--- config.mk ---
export PLATFORM = sky130hd
export DESIGN_NAME = mdio_master
export DESIGN_NICKNAME = d
export VERILOG_FILES = /design/src/rtl/mdio_master.sv
export SDC_FILE = /design/constraint.sdc
export NUM_CORES = 1
export LEC_CHECK = 0
export BUFFER_PORTS_ARGS = -buffer_cell sky130_fd_sc_hd__buf_2
export CORE_MARGIN = 8
export CORE_UTILIZATION = 56
export DETAILED_ROUTE_END_ITERATION = 8
export PLACE_DENSITY_LB_ADDON = 0.08
export SLEW_MARGIN = 20
export SYNTH_ARGS = -nofsm -noshare
export SYNTH_HDL_FRONTEND = slang
export SYNTH_SLANG_ARGS = --single-unit
--- constraint.sdc ---
create_clock -name clk -period 5.1 [get_ports clk]
set_input_delay 1.02 -clock clk [delete_from_list [all_inputs] [get_ports clk]]
set_output_delay 1.02 -clock clk [all_outputs]
set_load 0.01 [all_outputs]
--- src/rtl/mdio_master.sv ---
// rtl/mdio_master.sv - Clause-22 MDIO management initiator
// Serialises one read or write frame per accepted command and returns read data and TA status.
module mdio_master #(
   parameter int CLK_DIV       = 25,
   parameter int PREAMBLE_BITS = 32
) (
   input  logic        clk,
   input  logic        rst_n,
   input  logic        cmd_valid,
   output logic        cmd_ready,
   input  logic        cmd_write,
   input  logic [4:0]  cmd_phy,
   input  logic [4:0]  cmd_reg,
   input  logic [15:0] cmd_wdata,
   output logic        rsp_valid,
   output logic [15:0] rsp_rdata,
   output logic        rsp_err,
   output logic        mdc,
   output logic        mdio_o,
   output logic        mdio_t,
   input  logic        mdio_i
);

   typedef enum logic [2:0] {
      S_IDLE,
      S_PRE,
      S_HDR,
      S_TA,
      S_DATA,
      S_DONE
   } state_t;

   localparam logic [8:0] CNT_HALF = 9'(CLK_DIV);
   localparam logic [8:0] CNT_LAST = 9'(2 * CLK_DIV - 1);
   localparam logic [4:0] PRE_LAST = 5'((PREAMBLE_BITS > 0) ? (PREAMBLE_BITS - 1) : 0);

   state_t      r_state, w_nxt_state;
   logic [8:0]  r_cnt, w_nxt_cnt;
   logic [4:0]  r_bit, w_nxt_bit;
   logic [31:0] r_tx, w_nxt_tx;
   logic        r_write, w_nxt_write;
   logic [15:0] r_rx, w_nxt_rx;
   logic        r_ta2, w_nxt_ta2;
   logic        r_rsp_valid, w_nxt_rsp_valid;
   logic [15:0] r_rsp_rdata, w_nxt_rsp_rdata;
   logic        r_rsp_err, w_nxt_rsp_err;
   logic        r_mdc, w_nxt_mdc;
   logic        r_mdio_o, w_nxt_mdio_o;
   logic        r_mdio_t, w_nxt_mdio_t;

   logic        w_bit_end;
   logic        w_sample;
   logic [4:0]  w_last_bit;

   assign w_bit_end  = (r_cnt == CNT_LAST);
   assign w_sample   = (r_cnt == CNT_HALF);
   assign w_last_bit = (r_state == S_PRE) ? PRE_LAST :
                       (r_state == S_HDR) ? 5'd13    :
                       (r_state == S_TA)  ? 5'd1     : 5'd15;

   always_ff @(posedge clk or negedge rst_n) begin
      if (!rst_n) begin
         r_state     <= S_IDLE;
         r_cnt       <= '0;
         r_bit       <= '0;
         r_tx        <= '0;
         r_write     <= 1'b0;
         r_rx        <= '0;
         r_ta2       <= 1'b0;
         r_rsp_valid <= 1'b0;
         r_rsp_rdata <= '0;
         r_rsp_err   <= 1'b0;
         r_mdc       <= 1'b0;
         r_mdio_o    <= 1'b1;
         r_mdio_t    <= 1'b1;
      end else begin
         r_state     <= w_nxt_state;
         r_cnt       <= w_nxt_cnt;
         r_bit       <= w_nxt_bit;
         r_tx        <= w_nxt_tx;
         r_write     <= w_nxt_write;
         r_rx        <= w_nxt_rx;
         r_ta2       <= w_nxt_ta2;
         r_rsp_valid <= w_nxt_rsp_valid;
         r_rsp_rdata <= w_nxt_rsp_rdata;
         r_rsp_err   <= w_nxt_rsp_err;
         r_mdc       <= w_nxt_mdc;
         r_mdio_o    <= w_nxt_mdio_o;
         r_mdio_t    <= w_nxt_mdio_t;
      end
   end

   always_comb begin
      w_nxt_state     = r_state;
      w_nxt_cnt       = r_cnt;
      w_nxt_bit       = r_bit;
      w_nxt_tx        = r_tx;
      w_nxt_write     = r_write;
      w_nxt_rx        = r_rx;
      w_nxt_ta2       = r_ta2;
      w_nxt_rsp_rdata = r_rsp_rdata;
      w_nxt_rsp_err   = r_rsp_err;
      w_nxt_rsp_valid = 1'b0;
      w_nxt_mdc       = 1'b0;
      w_nxt_mdio_o    = 1'b1;
      w_nxt_mdio_t    = 1'b1;

      case (r_state)
         S_IDLE: begin
            if (cmd_valid) begin
               // Serial image after the preamble: ST, OP, PHYAD, REGAD, TA, DATA.
               w_nxt_write = cmd_write;
               w_nxt_tx    = {2'b01, (cmd_write ? 2'b01 : 2'b10), cmd_phy, cmd_reg,
                              (cmd_write ? 2'b10 : 2'b11), (cmd_write ? cmd_wdata : 16'h0000)};
               w_nxt_rx    = '0;
               w_nxt_ta2   = 1'b0;
               w_nxt_cnt   = '0;
               w_nxt_bit   = '0;
               w_nxt_state = (PREAMBLE_BITS == 0) ? S_HDR : S_PRE;
            end
         end
         S_PRE, S_HDR, S_TA, S_DATA: begin
            w_nxt_cnt = w_bit_end ? 9'd0 : (r_cnt + 9'd1);
            if (w_sample && (r_state == S_TA) && (r_bit == 5'd1)) begin
               w_nxt_ta2 = mdio_i;
            end
            if (w_sample && (r_state == S_DATA)) begin
               w_nxt_rx = {r_rx[14:0], mdio_i};
            end
            if (w_bit_end) begin
               w_nxt_bit = r_bit + 5'd1;
               if (r_state != S_PRE) begin
                  w_nxt_tx = {r_tx[30:0], 1'b0};
               end
               if (r_bit == w_last_bit) begin
                  w_nxt_bit = '0;
                  case (r_state)
                     S_PRE:   w_nxt_state = S_HDR;
                     S_HDR:   w_nxt_state = S_TA;
                     S_TA:    w_nxt_state = S_DATA;
                     default: w_nxt_state = S_DONE;
                  endcase
               end
            end
         end
         S_DONE: w_nxt_state = S_IDLE;
         default: w_nxt_state = S_IDLE;
      endcase

      if ((r_state == S_DATA) && (w_nxt_state == S_DONE)) begin
         w_nxt_rsp_rdata = r_write ? 16'h0000 : r_rx;
         w_nxt_rsp_err   = ~r_write & r_ta2;
      end
      w_nxt_rsp_valid = (w_nxt_state == S_DONE);

      // Outputs are derived from the next state so the pins come straight from flops.
      case (w_nxt_state)
         S_PRE: begin
            w_nxt_mdc    = (w_nxt_cnt >= CNT_HALF);
            w_nxt_mdio_o = 1'b1;
            w_nxt_mdio_t = 1'b0;
         end
         S_HDR: begin
            w_nxt_mdc    = (w_nxt_cnt >= CNT_HALF);
            w_nxt_mdio_o = w_nxt_tx[31];
            w_nxt_mdio_t = 1'b0;
         end
         S_TA, S_DATA: begin
            w_nxt_mdc    = (w_nxt_cnt >= CNT_HALF);
            w_nxt_mdio_o = w_nxt_write ? w_nxt_tx[31] : 1'b1;
            w_nxt_mdio_t = ~w_nxt_write;
         end
         default: begin
            w_nxt_mdc    = 1'b0;
            w_nxt_mdio_o = 1'b1;
            w_nxt_mdio_t = 1'b1;
         end
      endcase
   end

   assign cmd_ready = (r_state == S_IDLE);
   assign rsp_valid = r_rsp_valid;
   assign rsp_rdata = r_rsp_rdata;
   assign rsp_err   = r_rsp_err;
   assign mdc       = r_mdc;
   assign mdio_o    = r_mdio_o;
   assign mdio_t    = r_mdio_t;

endmodule

**Yosys cells after proc, flatten, opt, wreduce, memory -nomap -nowiden**

Index checks and enable logic that the tools add are counted.

- Bits of input ports: 31
- Bits in registers: 88
- Logic and storage cells: 88
- Output and inout port bits: 22

- Eq/ne operators: 19
- $lt $le $gt $ge: 1
- Bitwise logic cells: 3
- $add $sub $neg: 2
- Muxes and demuxes: 35
- Reductions and logical operators: 14

Operator list:

| cell | count |
|---|---|
| 32-bit 2-to-1 mux | 3 |
| 16-bit 2-to-1 mux | 4 |
| 32-bit case mux with 2 select lines | 1 |
| 16-bit case mux with 2 select lines | 1 |
| 5-bit 2-to-1 mux | 4 |
| 9-bit 2-to-1 mux | 2 |
| 9-bit case mux with 2 select lines | 1 |
| 3-bit by 2-bit equality test with 1-bit output (second input constant) | 4 |
| 2-bit != test (second input constant) | 5 |
| 5-bit case mux with 2 select lines | 1 |
| 9-bit by 1-bit adder with 9-bit output (second input constant) | 1 |
| 3-bit equality test (second input constant) | 3 |
| 9-bit by 5-bit equality test with 1-bit output (second input constant) | 1 |
| 9-bit by 6-bit equality test with 1-bit output (second input constant) | 1 |
| 9-bit by 5-bit >= comparator with 1-bit output (second input constant) | 1 |
| 3-bit 2-to-1 mux | 3 |
| 3-bit case mux with 3 select lines | 1 |
| 3-bit AND reduction | 3 |
| 4-bit 2-to-1 mux | 2 |
| 4-bit OR reduction | 2 |
| 1-bit 2-to-1 mux | 7 |
| 3-bit by 1-bit equality test with 1-bit output (second input constant) | 2 |
| 1-bit case mux with 2 select lines | 3 |
| 3-bit case mux with 2 select lines | 1 |
| 12 further kinds | 17 |

**Logic depth before layout (Yosys ltp)**

- Depth in word-level cells: 11
- Gate-level depth with buffers: 10
- Gate-level depth less buffers: 8

**Worst setup path before layout**

No wires, ideal clock.

- Path type: reg2reg
- Start point: register r_cnt[1]
- End point: register r_mdio_o (netlist: mdio_o)
- Period minus slack after synthesis: 2.593 ns
- Path buffers: 1
- Arrival time: 2.499 ns
- Path slack: 2.507 ns
- Library setup time: 0.093 ns
- Data required time: 5.007 ns
- Stages on the path, launching flop included: 10
- Cells stage by stage: dfrtp_1 inv_1 ha_1 or4b_1 or4_1 buf_6 a2111o_1 or3_4 a21oi_2 o22ai_1

- Cells in the longest elaborated chain, start to end: 6

Ends and longest elaborated chain:

| item | RTL line | RTL |
|---|---|---|
| start, declared | 38 | `logic [8:0] r_cnt, w_nxt_cnt;` |
| start signal, assigned | 78 | `r_cnt <= w_nxt_cnt;` |
| 9-bit by 6-bit equality test with 1-bit output (*) | 55 | `assign w_bit_end = (r_cnt == CNT_LAST);` |
| 3-bit 2-to-1 mux | 130 | `if (w_bit_end) begin` |
| 3-bit case mux with 2 select lines | 108 | `case (r_state)` |
| 3-bit by 2-bit equality test with 1-bit output or 3-bit equality test (tied branches) | 157 | `case (w_nxt_state)` |
| 2-bit OR reduction | 157 |  |
| 1-bit case mux with 2 select lines (*) | 157 |  |
| via w_nxt_mdio_o | 48 | `logic r_mdio_o, w_nxt_mdio_o;` |
| end signal, assigned | 88 | `r_mdio_o <= w_nxt_mdio_o;` |
| end, declared | 48 |  |

Mark *: on every way through the listed nets, which the timed path passes. The rest lies on a longest branch. The select of a mux whose other input is x is not followed.
A chain may end at the register's enable or synchronous reset.

**Worst setup path after layout**

- Start point: register r_cnt[1]
- End point: register r_rsp_rdata[11] (netlist: rsp_rdata[11])

- Cells in the longest elaborated chain, start to end: 5

Ends and longest elaborated chain:

| item | RTL line | RTL |
|---|---|---|
| 9-bit by 6-bit equality test with 1-bit output | 55 |  |
| 3-bit 2-to-1 mux | 130 |  |
| 3-bit case mux with 2 select lines | 108 |  |
| 3-bit equality test | 150 | `if ((r_state == S_DATA) && (w_nxt_state == S_DONE)) begin` |
| 1-bit logical AND | 150 |  |
| end signal, assigned | 85 | `r_rsp_rdata <= w_nxt_rsp_rdata;` |
| end, declared | 45 | `logic [15:0] r_rsp_rdata, w_nxt_rsp_rdata;` |

No other way between the ends.

==> impl_results.md <==
- Routed len/inst: roughly 15 um
- Clk_lat worst skew: roughly 0.36 ns
- Yosys reg bits: 88
- Overall routing resource usage: 0.185
- Final setup TNS: 0 ns
- DIE HEIGHT: roughly 100 um
- Antenna diodes: 0
- Quantity of hold-fixing buffers added after cts: 0
- DR WL met2: around 4100 um
- CP Max Fanout: 31
- Number of global-route vias before repair: roughly 3300
- I/O pin cnt: 53
- Initial antenna violation count: 0
- Peak supply drop: between 0.15 and 0.2 mV
- Most used flip-flop cell after synthesis: dfrtp_1
- CP max stage cell: nand3_1
- Starting Density: 0.572
- Post-route ant nets: 0
- Worst-path cell chain: inv_1 -> ha_1 -> or4b_1 -> or4_1 -> a2111oi_2 -> nand3_1 -> nand2_1 -> o21ai_0
- Critical Path End Type: register
- CP arrival: around 3.5 ns
- Worst path max stage delay: between 0.7 and 0.8 ns
- Reg2Reg Depth: 8
- Period Utilization, post-route: 0.653
- Die ar.: between 10000 and 15000 um^2
- Fmax: about 0.30 GHz
- Min-Delay Path Depth: 2
- Power Density: roughly 260 nW/um^2
- Post-synth EDFFs: 0
- Total CTS buffers: 9
- Global placer's final weighted congestion: approximately 0.9
- Cells after Synth: around 430
- Library cells used by synthesis: 57
- Synthesized Nets: between 400 and 500
- Minimum clock period after layout: about 3.3 ns
- Endpoints failing setup: 0
- CP startpoint kind: register
- Max-cap viol count: 0
- Global-route wire length before repair: 15400 um
- Starting DRT DRC Count: just under 200
- Worst Tran Pin Value: 0.961 ns
- Clock root buffer: clkbuf_8
- RSZ-0062 raised after global routing: false
- Worst R2R Start: r_cnt[1]
- Leakage: between 2 and 2.5 nW
- Core area: approximately 7200 um^2
- CTS Sinks: 88
- DP HPWL: 5960 um
- Overflow left after global routing: 0
- Kind of critical path: register to register
- Drc violations: 0
- Top Layer Used: met4
- CTS H-tree lvls: 3
- CTS max path bufs: 2
- Slew HR: 0.353
- Final hold slack: around 0.46 ns
- Max-slew violation count: 0
- Register area share after synthesis: 0.537
- Number of port buffers: between 50 and 60
- Post-CTS Setup Bufs: 0
- Detailed Route WL: between 8000 and 9000 um
- CTS tree: yes
- Outcome: complete, no violations
- Crit path launch: r_cnt[1]
- Yosys warning total: 0
- Via Count: approximately 3300
- CTS resizes: 0
- DRT met1 WL: around 4100 um
- Fraction of registers with async set/reset: 1.00
- Clock transition at the registers of the reported paths: approximately 0.1 ns
- Commonest non-fill, non-tap cell in the layout: dfrtp_1
- Die X-Extent: slightly above 100 um
- Hold Crit Start: rsp_err
- DR WL met3: around 480 um
- Area growth, synth to finish: 12.0%
- Pre-antenna DRT Iters: 5
- Min-delay worst type: register to register
- Hold Fails Final Rpt: 0
- Synthesized area: 4100 um^2
- Share of layout cells above drive strength 1: 0.173
- Most frequent cells in the layout: dfrtp_1, nand2_1, buf_2
- Tot Pwr: between 1 and 1.5 mW
- Clk_skew: 0.0122 ns
- Pin count of the biggest net entering global routing: 49
- Post-DR vias/cell: roughly 5.7
- Final net count: 503
- Num rows: 31
- Avg Inst Size Synth: between 9 and 10 um^2
- Critical path required time: around 5.3 ns
==> worst max-delay path: cells and delay by family (launching register included) <==
| kind | cells | cell delay (ns) |
|---|---|---|
| simple gates | 4 | 2.02 |
| compound gates | 2 | 0.51 |
| flops | 1 | 0.42 |
| fa+ha+maj | 1 | 0.15 |
| buf+inv | 1 | 0.08 |
==> synthesized netlist by cell type, types with 4 or more instances <==
master	number	area [um^2]
dfrtp_1	86	2150
nand2_1	70	263
nor2_1	38	143
o21ai_0	30	150
nand3_1	27	135
inv_1	23	86.3
clkbuf_1	19	71.3
nand2b_1	16	100
a222oi_1	15	150
a21oi_1	10	50.1
a221oi_1	10	87.6
o31ai_1	5	37.5
a211oi_1	4	30.0
ha_1	4	50.1
nand3b_1	4	30.0
nor2b_1	4	25.0
==> kinds of logic after synthesis <==
kind of cell	synth area share
AND/OR/NAND/NOR	0.203
AO/OA/AOI/OAI	0.180
flip-flops	0.537
buffers and inverters	0.0530
adder cells (fa/ha/maj)	0.0122
XOR/XNOR	0.00640
multiplexers	0.00762
==> per-stage QoR <==
step,std cells,worst slack (ns),util,area [um^2]
CTS,572,1.69,0.640,4600
detailed placement,556,1.69,0.612,4390
finish,572,1.77,0.640,4600
global placement,556,1.87,0.612,4390
floorplan,427,2.51,-,4100
global route,572,1.36,0.640,4600
==> routing by layer <==
metal  up-vias  global-route usage
met1      1579               0.245
li1       1600                   -
met4         0              0.0596
met2        74               0.286
met3         7              0.0515
met5         -                   0
==> path summary, 6_finish.rpt <==
path,endpoint,slack (ns)
setup reg to reg,rsp_rdata[11],1.77
setup / recovery,rsp_rdata[11],1.77
hold / removal,rsp_err,0.46
hold reg to reg,rsp_err,0.46
min in group asynchronous,rsp_rdata[13],0.63
max in group asynchronous,r_tx[2],3.48
==> flip-flops by register name (all words and copies together), names as in the netlist <==
register	flops
mdio_t	1
mdio_o	1
r_tx	32
r_ta2	1
r_bit	5
r_rx	16
rsp_valid	1
r_write	1
r_state	3
r_cnt	9
rsp_err	1
mdc	1
rsp_rdata	16
==> area by class of cell <==
type | count | area (um^2)
Clock buffer | 9 | 124
Clock inverter | 7 | 80.1
Fill cell | 615 | 2580
Inverter | 23 | 86.3
Multi-Input combinational cell | 291 | 1690
Sequential cell | 88 | 2200
Tap cell | 99 | 124
Timing Repair Buffer | 55 | 285
==> power by group <==
| group | total [mW] | switching, mW | internal, mW |
|---|---|---|---|
| combinational | 0.0270 | 0.0177 | 0.00932 |
| clock | 0.492 | 0.260 | 0.232 |
| sequential | 0.697 | 0 | 0.697 |
| total | 1.22 | 0.277 | 0.939 |
(Power assumes the default switching activity.)
